--- config.mk ---
export PLATFORM = sky130hd
export DESIGN_NAME = mem_initiator
export DESIGN_NICKNAME = d
export VERILOG_FILES = /design/src/rtl/mem_if_pkg.sv /design/src/rtl/sync_fifo.sv /design/src/rtl/mem_initiator.sv
export SDC_FILE = /design/constraint.sdc
export NUM_CORES = 1
export LEC_CHECK = 0
export ABC_AREA = 1
export BUFFER_PORTS_ARGS = -buffer_cell sky130_fd_sc_hd__buf_2
export CORE_MARGIN = 1.5
export CORE_UTILIZATION = 50
export CTS_BUF_LIST = sky130_fd_sc_hd__clkbuf_8
export DETAILED_ROUTE_END_ITERATION = 12
export PLACE_DENSITY = 0.75
export SLEW_MARGIN = 5
export SYNTH_ARGS = -nofsm -noshare
export SYNTH_HDL_FRONTEND = slang
export SYNTH_SLANG_ARGS = --single-unit
--- constraint.sdc ---
create_clock -name CLK -period 8.2 [get_ports CLK]
set_clock_uncertainty 0.1 [all_clocks]
set_input_delay 0.41 -clock CLK [delete_from_list [all_inputs] [get_ports CLK]]
set_output_delay 0.41 -clock CLK [all_outputs]
set_load 0.05 [all_outputs]
--- src/rtl/mem_if_pkg.sv ---
`default_nettype none
// ============================================================================
// Module      : mem_if_pkg
// Description : Shared constants and request record for the 64-bit
//               single-cycle internal memory interface.
// Contents    : MEM_ADDR_W / MEM_DATA_W / MEM_BE_W widths, CMD_READ /
//               CMD_WRITE encodings, mem_req_t packed request record.
// Revision    : 1.0  initial release
// ============================================================================
package mem_if_pkg;

    localparam int MEM_ADDR_W = 18;
    localparam int MEM_DATA_W = 64;
    localparam int MEM_BE_W   = 8;

    localparam logic CMD_READ  = 1'b1;
    localparam logic CMD_WRITE = 1'b0;

    // Byte enables are active-low: a 0 bit writes that byte.
    typedef struct packed {
        logic                  cmd;
        logic [MEM_ADDR_W-1:0] addr;
        logic [MEM_BE_W-1:0]   be;
        logic [MEM_DATA_W-1:0] data;
    } mem_req_t;

endpackage
`default_nettype wire

--- src/rtl/sync_fifo.sv ---
`default_nettype none
// ============================================================================
// Module      : sync_fifo
// Description : Single-clock FIFO, power-of-two depth, show-ahead output
//               (dout is the head entry whenever empty is low).
// Ports       : CLK, RESET (async, active-low)
//               push/din  - write when not full (a push while full is dropped,
//                           even if a pop happens in the same cycle)
//               pop/dout  - remove head when not empty
//               full, empty, count (occupancy, log2(Depth)+1 bits)
// Revision    : 1.0  initial release
// ============================================================================
module sync_fifo #(
    parameter int Width = 8,
    parameter int Depth = 4
) (
    input  logic                     CLK,
    input  logic                     RESET,
    input  logic                     push,
    input  logic                     pop,
    input  logic [Width-1:0]         din,
    output logic [Width-1:0]         dout,
    output logic                     full,
    output logic                     empty,
    output logic [$clog2(Depth):0]   count
);

    localparam int AW = $clog2(Depth);
    localparam logic [AW-1:0] C_PTR_ONE = 1;
    localparam logic [AW:0]   C_CNT_ONE = 1;
    localparam logic [AW:0]   C_DEPTH   = Depth[AW:0];

    logic [Width-1:0] r_mem [Depth];
    logic [AW-1:0]    r_wptr;
    logic [AW-1:0]    r_rptr;
    logic [AW:0]      r_count;
    logic             w_do_push;
    logic             w_do_pop;

    assign full      = (r_count == C_DEPTH);
    assign empty     = (r_count == '0);
    assign count     = r_count;
    assign dout      = r_mem[r_rptr];
    assign w_do_push = push & ~full;
    assign w_do_pop  = pop & ~empty;

    // Storage needs no reset; validity is tracked by the pointers.
    always_ff @(posedge CLK) begin
        if (w_do_push) begin
            r_mem[r_wptr] <= din;
        end
    end

    always_ff @(posedge CLK or negedge RESET) begin
        if (!RESET) begin
            r_wptr  <= '0;
            r_rptr  <= '0;
            r_count <= '0;
        end else begin
            if (w_do_push) begin
                r_wptr <= r_wptr + C_PTR_ONE;
            end
            if (w_do_pop) begin
                r_rptr <= r_rptr + C_PTR_ONE;
            end
            case ({w_do_push, w_do_pop})
                2'b10:   r_count <= r_count + C_CNT_ONE;
                2'b01:   r_count <= r_count - C_CNT_ONE;
                default: r_count <= r_count;
            endcase
        end
    end

endmodule
`default_nettype wire

--- src/rtl/mem_initiator.sv ---
`default_nettype none
// ============================================================================
// Module      : mem_initiator
// Description : Requester port for the single-cycle internal memory bus.
//               Core requests are queued, issued strictly in order at up to
//               one per cycle, and read returns land in a response FIFO whose
//               free space is tracked by read credits.
// Ports       : CLK, RESET (async, active-low)
//               REQ_*  - core request valid/ready channel (cmd, addr,
//                        active-low BE, data, tag)
//               MEM_*  - memory strobe/command outputs, DRDY/DI/TI returns
//               RSP_*  - read response valid/ready channel (data, tag)
//               BUSY   - requests queued or reads not yet consumed
//               ERR    - sticky: DRDY seen with no read outstanding
// Revision    : 1.0  initial release
// ============================================================================
module mem_initiator
    import mem_if_pkg::*;
#(
    parameter int TagWidth = 21,
    parameter int ReqDepth = 4,
    parameter int RspDepth = 4
) (
    input  logic                   CLK,
    input  logic                   RESET,
    input  logic                   REQ_VALID,
    output logic                   REQ_READY,
    input  logic                   REQ_CMD,
    input  logic [MEM_ADDR_W-1:0]  REQ_ADDR,
    input  logic [MEM_BE_W-1:0]    REQ_BE,
    input  logic [MEM_DATA_W-1:0]  REQ_DATA,
    input  logic [TagWidth-1:0]    REQ_TAG,
    output logic                   MEM_ACT,
    output logic                   MEM_CMD,
    output logic [MEM_ADDR_W-1:0]  MEM_ADDR,
    output logic [MEM_BE_W-1:0]    MEM_BE,
    output logic [MEM_DATA_W-1:0]  MEM_DO,
    output logic [TagWidth-1:0]    MEM_TO,
    input  logic                   MEM_DRDY,
    input  logic [MEM_DATA_W-1:0]  MEM_DI,
    input  logic [TagWidth-1:0]    MEM_TI,
    output logic                   RSP_VALID,
    input  logic                   RSP_READY,
    output logic [MEM_DATA_W-1:0]  RSP_DATA,
    output logic [TagWidth-1:0]    RSP_TAG,
    output logic                   BUSY,
    output logic                   ERR
);

    localparam int REQ_W = $bits(mem_req_t) + TagWidth;
    localparam int RSP_W = MEM_DATA_W + TagWidth;
    localparam int CW    = $clog2(RspDepth) + 1;
    localparam logic [CW-1:0] C_CRED_MAX = RspDepth[CW-1:0];
    localparam logic [CW-1:0] C_CRED_ONE = 1;
    localparam logic [1:0]    C_MASK_INIT = 2'd2;

    // ------------------------------------------------------------------
    // Request FIFO
    // ------------------------------------------------------------------
    mem_req_t                      w_req_in;
    mem_req_t                      w_head;
    logic [TagWidth-1:0]           w_head_tag;
    logic [REQ_W-1:0]              w_req_din;
    logic [REQ_W-1:0]              w_req_dout;
    logic                          w_req_full;
    logic                          w_req_empty;
    logic [$clog2(ReqDepth):0]     w_req_count;
    logic                          w_req_push;
    logic                          w_issue;
    logic                          w_issue_rd;

    always_comb begin
        w_req_in.cmd  = REQ_CMD;
        w_req_in.addr = REQ_ADDR;
        w_req_in.be   = REQ_BE;
        w_req_in.data = REQ_DATA;
    end

    assign w_req_din              = {w_req_in, REQ_TAG};
    assign {w_head, w_head_tag}   = w_req_dout;
    assign REQ_READY              = ~w_req_full;
    assign w_req_push             = REQ_VALID & ~w_req_full;

    sync_fifo #(
        .Width (REQ_W),
        .Depth (ReqDepth)
    ) u_req_fifo (
        .CLK   (CLK),
        .RESET (RESET),
        .push  (w_req_push),
        .pop   (w_issue),
        .din   (w_req_din),
        .dout  (w_req_dout),
        .full  (w_req_full),
        .empty (w_req_empty),
        .count (w_req_count)
    );

    // ------------------------------------------------------------------
    // Issue: head goes out if it is a write or a read with a free credit.
    // A blocked head stalls everything behind it (strict in-order).
    // ------------------------------------------------------------------
    logic [CW-1:0] r_credits;

    assign w_issue    = ~w_req_empty & ((w_head.cmd == CMD_WRITE) | (r_credits != '0));
    assign w_issue_rd = w_issue & (w_head.cmd == CMD_READ);

    logic                  r_mem_act;
    logic                  r_mem_cmd;
    logic [MEM_ADDR_W-1:0] r_mem_addr;
    logic [MEM_BE_W-1:0]   r_mem_be;
    logic [MEM_DATA_W-1:0] r_mem_do;
    logic [TagWidth-1:0]   r_mem_to;

    // Non-strobe fields hold their last value when nothing issues.
    always_ff @(posedge CLK or negedge RESET) begin
        if (!RESET) begin
            r_mem_act  <= 1'b0;
            r_mem_cmd  <= CMD_WRITE;
            r_mem_addr <= '0;
            r_mem_be   <= '1;
            r_mem_do   <= '0;
            r_mem_to   <= '0;
        end else begin
            r_mem_act <= w_issue;
            if (w_issue) begin
                r_mem_cmd  <= w_head.cmd;
                r_mem_addr <= w_head.addr;
                r_mem_be   <= w_head.be;
                r_mem_do   <= w_head.data;
                r_mem_to   <= w_head_tag;
            end
        end
    end

    assign MEM_ACT  = r_mem_act;
    assign MEM_CMD  = r_mem_cmd;
    assign MEM_ADDR = r_mem_addr;
    assign MEM_BE   = r_mem_be;
    assign MEM_DO   = r_mem_do;
    assign MEM_TO   = r_mem_to;

    // ------------------------------------------------------------------
    // Return capture, startup mask, in-flight tracking, error flag
    // ------------------------------------------------------------------
    logic [1:0] r_mask;
    logic [1:0] r_inflight;
    logic       r_err;
    logic       w_mask_active;
    logic       w_capture;
    logic       w_spurious;
    logic       w_rsp_pop;
    logic       w_rsp_full;
    logic       w_rsp_empty;
    logic [$clog2(RspDepth):0] w_rsp_count;
    logic [RSP_W-1:0]          w_rsp_dout;

    // The mask swallows a return belonging to a read cut off by reset.
    assign w_mask_active = (r_mask != 2'd0);
    assign w_capture     = MEM_DRDY & ~w_mask_active & (r_inflight != 2'd0);
    assign w_spurious    = MEM_DRDY & ~w_mask_active & (r_inflight == 2'd0);
    assign w_rsp_pop     = ~w_rsp_empty & RSP_READY;

    always_ff @(posedge CLK or negedge RESET) begin
        if (!RESET) begin
            r_mask     <= C_MASK_INIT;
            r_inflight <= 2'd0;
            r_err      <= 1'b0;
            r_credits  <= C_CRED_MAX;
        end else begin
            if (w_mask_active) begin
                r_mask <= r_mask - 2'd1;
            end
            if (w_spurious) begin
                r_err <= 1'b1;
            end
            case ({w_issue_rd, w_capture})
                2'b10:   r_inflight <= r_inflight + 2'd1;
                2'b01:   r_inflight <= r_inflight - 2'd1;
                default: r_inflight <= r_inflight;
            endcase
            // Credits mirror free response slots not yet promised to a read.
            case ({w_issue_rd, w_rsp_pop})
                2'b10:   r_credits <= r_credits - C_CRED_ONE;
                2'b01:   r_credits <= (r_credits == C_CRED_MAX) ? r_credits
                                                                : r_credits + C_CRED_ONE;
                default: r_credits <= r_credits;
            endcase
        end
    end

    sync_fifo #(
        .Width (RSP_W),
        .Depth (RspDepth)
    ) u_rsp_fifo (
        .CLK   (CLK),
        .RESET (RESET),
        .push  (w_capture),
        .pop   (w_rsp_pop),
        .din   ({MEM_DI, MEM_TI}),
        .dout  (w_rsp_dout),
        .full  (w_rsp_full),
        .empty (w_rsp_empty),
        .count (w_rsp_count)
    );

    assign RSP_VALID           = ~w_rsp_empty;
    assign {RSP_DATA, RSP_TAG} = w_rsp_dout;
    assign BUSY                = ~w_req_empty | (r_credits != C_CRED_MAX);
    assign ERR                 = r_err;

    // Occupancy and response-full are informational only here.
    logic w_unused_ok;
    assign w_unused_ok = ^{w_req_count, w_rsp_count, w_rsp_full};

endmodule
`default_nettype wire

# After elaboration in Yosys (flattened, before gate mapping)

Memories as Yosys holds them, arrays and structs flattened.
Cells that the tools add are included.
Widths: inputs -> output; s select.

Reductions and logical operators: 11
Bitwise operators: 19
Equal/unequal tests: 13
Mux-type cells: 9
Add/subtract/negate cells: 13

Operators with widths:

| kind                | count |
|---|---|
| $pmux 3 s2          | 3 |
| $reduce_bool 2->1   | 6 |
| $and 1x1->1         | 11 |
| $add 2x1->2 const B | 5 |
| $add 3x1->3 const B | 3 |
| $eq 3x3->1 const B  | 3 |
| $sub 3x1->3 const B | 3 |
| $eq 2x1->1 const B  | 4 |
| $eq 2x2->1 const B  | 4 |
| $logic_not 3->1     | 2 |
| $not 1->1           | 6 |
| $mux 1              | 4 |
| $pmux 2 s2          | 1 |
| $sub 2x1->2 const B | 2 |
| $mux 3              | 1 |
| $ne 3x3->1 const B  | 1 |
| $reduce_bool 3->1   | 1 |
| $logic_not 2->1     | 1 |
| $ne 2x2->1 const B  | 1 |
| $or 1x1->1          | 2 |
| $reduce_and 2->1    | 1 |

Memories: 2
Register bits after elaboration: 135
Input port bits: 202
Logic and storage cells: 83
Output and inout port bits: 202
RAM bits: 788

Memory list:

| memory           | words | bits a word | rd ports | clocked after Yosys merged registers in | write ports | line            | source |
|---|---|---|---|---|---|---|---|
| u_req_fifo.r_mem | 4     | 112         | 1        | 0                                       | 1           | sync_fifo.sv:33 | `logic [Width-1:0] r_mem [Depth];` |
| u_rsp_fifo.r_mem | 4     | 85          | 1        | 0                                       | 1           | sync_fifo.sv:33 |  |

# Longest topological paths before layout

An unclocked memory read counts as a cell.

Depth in word-level cells: 8
Gate-level depth with buffers: 15
Mapped depth without buffers: 12

# Hierarchy

From an unflattened synthesis, not the netlist that was laid out.

Cell total of the unflattened synthesis: 2,950
Area total of the unflattened synthesis: 36,716.5 sq um

By module, submodules not included:

| module                 | instances | sequential area each (sq um) | cells an instance | area each (sq um) |
|---|---|---|---|---|
| sync_fifo (u_req_fifo) | 1         | 13,628.1                     | 1,368             | 18,108.6 |
| sync_fifo (u_rsp_fifo) | 1         | 10,385.0                     | 1,053             | 13,843.3 |
| mem_initiator          | 1         | 3,040.4                      | 529               | 4,764.6 |

# Least setup slack after synthesis

Ideal clock, no wire load.

Path type: register to register
From: register u_req_fifo.r_count[1] (netlist: u_req_fifo.count[1])
To: memory u_req_fifo.r_mem[0][0] (netlist bit), enable pin
Data arrival time: 5,841 ps
Required time: 7,515 ps
Path buffers: 0
Clock period less this slack: 6,525 ps
Stages on the path, launching flop included: 5
Slack: 1,675 ps
Setup time: 585 ps
Cell sequence: dfrtp_1 inv_1 nand3_1 nand2_1 nor2_1

Word-level cells in the longest chain between the ends: 6

Ends and longest elaborated chain:

| item                             | line                | source |
|---|---|---|
| start: declaration               | sync_fifo.sv:36     | `logic [AW:0] r_count;` |
| start signal: assignment         | sync_fifo.sv:67     | `2'b10: r_count <= r_count + C_CNT_ONE;` |
| start signal: assignment         | sync_fifo.sv:68     | `2'b01: r_count <= r_count - C_CNT_ONE;` |
| start signal: assignment         | sync_fifo.sv:69     | `default: r_count <= r_count;` |
| $eq 3x3->1 (*)                   | sync_fifo.sv:40     | `assign full = (r_count == C_DEPTH);` |
| $not 1->1 (*)                    | n/a                 |  |
| via REQ_READY                    | mem_initiator.sv:27 | `output logic REQ_READY,` |
| $and 1x1->1                      | mem_initiator.sv:82 | `assign w_req_push = REQ_VALID & ~w_req_full;` |
| $and 1x1->1 (*)                  | sync_fifo.sv:44     | `assign w_do_push = push & ~full;` |
| $mux 1 (*)                       | sync_fifo.sv:49     | `if (w_do_push) begin` |
| $mux 1 (not written as such) (*) | sync_fifo.sv:50     | `r_mem[r_wptr] <= din;` |
| end: declaration                 | sync_fifo.sv:33     |  |

Mark *: on every way through the listed nets, which the timed path passes. The rest lies on a longest branch.

# Worst setup path after layout

From: register u_rsp_fifo.r_rptr[0]
To: output RSP_TAG[0]

Word-level cells in the longest chain between the ends: 1

Ends and longest elaborated chain:

| item                     | line                | source |
|---|---|---|
| start: declaration       | sync_fifo.sv:35     | `logic [AW-1:0] r_rptr;` |
| start signal: assignment | sync_fifo.sv:64     | `r_rptr <= r_rptr + C_PTR_ONE;` |
| $mem_v2 4x85             | n/a                 |  |
| end: declaration         | mem_initiator.sv:45 | `output logic [TagWidth-1:0] RSP_TAG,` |

Every way passes these cells.

==> results.tsv <==
metric	value	unit
startpoint_type	register	
grt_pass1_wl	126	mm
yosysTopAreaCellShare	68.8	%
syn_area_per_cell	13.7	um2
cts-htree-levels	4	
synthesis.area	34400	um2
fin_crit_sh	53.0	%
cp_num_buf_inv	3	
cp_max_fo	97	
worstRegToRegCells	8	
p_per_area	418	nW/um2
rsz0062_at_grt	false	
root_buffer	clkbuf_8	
cp.required	7.69	ns
netlist_instances	2517	
hold_violations	0	
grt_overflow	0	
synth_cell_types	29	
via_count	22619	
clk_path_buf_depth	3	
globalplace.congestion	0.789	
synthArstFlopShare	14.6	%
synth_area_leaders	edfxtp_1 (69%), dfrtp_1 (9.1%), nor2_1 (8.1%), o21ai_0 (5.8%), a31oi_1 (2.0%)	
grt_antenna_before_repair	12	
detail-route-antenna-nets	0	
wl_per_cell	20.1	um
drc	0	
cts.sinks	923	
yosysMostFrequentCell	edfxtp_1	
routed_wl	83.0	mm
hp-class	input port to async pin	
io_buffers	403	
first_iter_violations	2264	
synth_xor_area_share	0.306	%
synthAdderAreaFrac	0.612	%
insertion_delay	0.75	ns
hold_buffers	200	
setup_viol	0	
drive_above_1_share	19.8	%
grt_util_all_layers	23.2	%
synth.largest_area_cell	edfxtp_1	
synthFlopType	edfxtp_1	
switchingPower	7.66	mW
crit_type	register to output pin	
worst_pin_slew	1.17	ns
syn_nets	2734	
syn_to_final_growth	21.9	%
swShare	43.7	%
timing.rr.start	u_req_fifo.r_rptr[0]$_DFFE_PN0P_	
p_seq_share	39.2	%
clk_pin_slew	0.06	ns
synth_compound_area_share	9.51	%
synth_edf_count	788	
fillers	4850	
p_leak	15.3	nW
relSlewSlack	21.7	%
die_w	265	um
ir_worst_vdd	0.326	mV
setup_tns	0	ns
p_comb_share	39.9	%
io_pins	404	
ys_seq_area_share	78.7	%
dieArea	70300	um2
crit_slowest_cell	buf_4	
ys.warnings.count	0	
fin_nets	3354	
synth_commonest_cells	edfxtp_1 (788), nor2_1 (743), o21ai_0 (399)	
clock.fmax	230	MHz
grt_max_degree	162	
fin_util	61.9	%
p_int	9.87	mW
coreArea	67600	um2
max-cap-violations	0	
viasPerCell	5.47	
synth_top_family_by_area	compound AO/OA/AOI/OAI gates	
dpl.hpwl	44.3	mm
cpPeakStageDelay	0.85	ns
muxShareOfSynthArea	0	%
cts_tree	yes	
arrival	3.83	ns
r2r_end	MEM_DO[19]$_DFFE_PN0N_	
crit_family	buffers and inverters	
post-cts-setup-buffers	0	
die_y	265	um
placement_rows	95	
p_clk_share	20.9	%
firstDrtPassIters	5	
fin_crit	4.34	ns
cts_made_buffers	145	
finalMaxSlewViolations	0	
ys_ff_latch	923	
endpoint_kind	output pin	
grt_pass1_vias	23401	
ctsResizeCount	0	
path_cells	inv_4 -> buf_4 -> o21ai_0 -> o22ai_1 -> buf_2	
initial_core_util	50.8	%
regToRegSetupSlack	4.11	ns
status	completed	
yosys.area_share.simple	8.56	%
-- layout make-up --
type	instances	area (um2)	share of cell area (%)
sequential	923	27100	64.6
multi-input combinational	1407	6590	15.7
timing repair buffer	626	4210	10.1
clock buffer	162	2230	5.32
tap	873	1090	2.61
clock inverter	101	536	1.28
inverter	34	143	0.341
antenna	8	20.0	0.0478
-- layout by cell type, fill, tap and decap left out, drive strengths merged, types with 3 or more instances in the layout --
cell type / n
o22ai: 85
dfrtp: 125
nand3: 10
clkinv: 28
edfxtp: 788
a21oi: 5
bufinv: 3
ha: 12
xor2: 7
nand2: 22
clkinvlp: 6
nor2: 743
buf: 426
dfstp: 10
diode: 8
xnor2: 5
inv: 98
o21ai: 399
fa: 3
dlygate4sd3: 200
a31oi: 111
clkbuf: 162
-- layer usage --
layer / share of wire, % / track usage, %
met3: 9.3 / 7.81
met4: 2.9 / 9.34
met5: 0.065 / 0
met2: 50 / 39.4
met1: 38 / 27.2
-- worst max-delay path by stage --
| stage | start | end | slack, ns | cells past startpoint |
|---|---|---|---|---|
| 5_1_grt | u_req_fifo.r_rptr[0]$_DFFE_PN0P_ | MEM_DO[19]$_DFFE_PN0N_ | 3.64 | 9 |
| 6_report | u_rsp_fifo.r_rptr[0]$_DFFE_PN0P_ | RSP_TAG[0] | 3.86 | 5 |
| 3_5_place_dp | u_req_fifo.r_rptr[0]$_DFFE_PN0P_ | MEM_DO[46]$_DFFE_PN0N_ | 4.08 | 9 |
| 3_3_place_gp | u_req_fifo.r_rptr[0]$_DFFE_PN0P_ | u_req_fifo.count[2]$_DFFE_PN0P_ | 4.02 | 12 |
| 4_1_cts | u_rsp_fifo.r_rptr[0]$_DFFE_PN0P_ | RSP_TAG[12] | 3.89 | 5 |
| 2_1_floorplan | u_req_fifo.count[1]$_DFFE_PN0P_ | u_req_fifo.r_mem[0][0]$_DFFE_PP_ | 1.67 | 4 |
-- logic make-up (layout without fill, tap and decap cells) --
| kind of cell | after synthesis | after routing |
|---|---|---|
| AND/OR/NAND/NOR | 778 | 778 |
| XOR/XNOR | 12 | 12 |
| adder cells (fa/ha/maj) | 15 | 15 |
| flip-flops | 923 | 923 |
| AO/OA/AOI/OAI | 602 | 602 |
| buffers and inverters | 187 | 923 |
| other | 0 | 8 |
-- stage by stage --
step	worst slack [ns]	hold slack, ns	cells	power, mW	instance area [um2]
detailed placement	4.08	0.365	3663	13.8	37100
global placement	4.02	0.360	3663	13.5	37100
global route	3.64	0.185	4132	18.4	41900
finish	3.86	0.218	4134	17.5	41900
CTS	3.89	0.132	4126	17.6	41900
floorplan	1.67	0.0144	2517	12.0	34400
-- power by group through the flow --
stage	Combinational, mW	Clock [mW]	Sequential [mW]
6_report	7.00	3.67	6.86
5_1_grt	7.53	3.95	6.94
4_1_cts	6.98	3.73	6.84
3_5_place_dp	6.89	0	6.92
3_3_place_gp	6.67	0	6.87
2_1_floorplan	4.16	0	7.82
-- flip-flops by register name, indices dropped and copies added (netlist names), 2 cells and up --
name,flops
u_rsp_fifo.r_wptr,2
r_mask,2
MEM_BE,8
u_req_fifo.r_rptr,2
u_req_fifo.r_wptr,2
u_rsp_fifo.r_mem,340
MEM_ADDR,18
MEM_DO,64
MEM_TO,21
u_rsp_fifo.count,3
r_credits,3
r_inflight,2
u_req_fifo.count,3
u_rsp_fifo.r_rptr,2
u_req_fifo.r_mem,448
-- worst reg2reg max path, stage by stage (launching register included) --
cell	delay [ns]
dfrtp_4	0.92
inv_6	0.46
nand2_1	0.19
nand3_1	0.10
nand3b_1	0.14
nand2_2	0.11
inv_6	0.74
buf_4	0.86
a31oi_1	0.31
No activity file was read; power rests on OpenSTA's default activity.
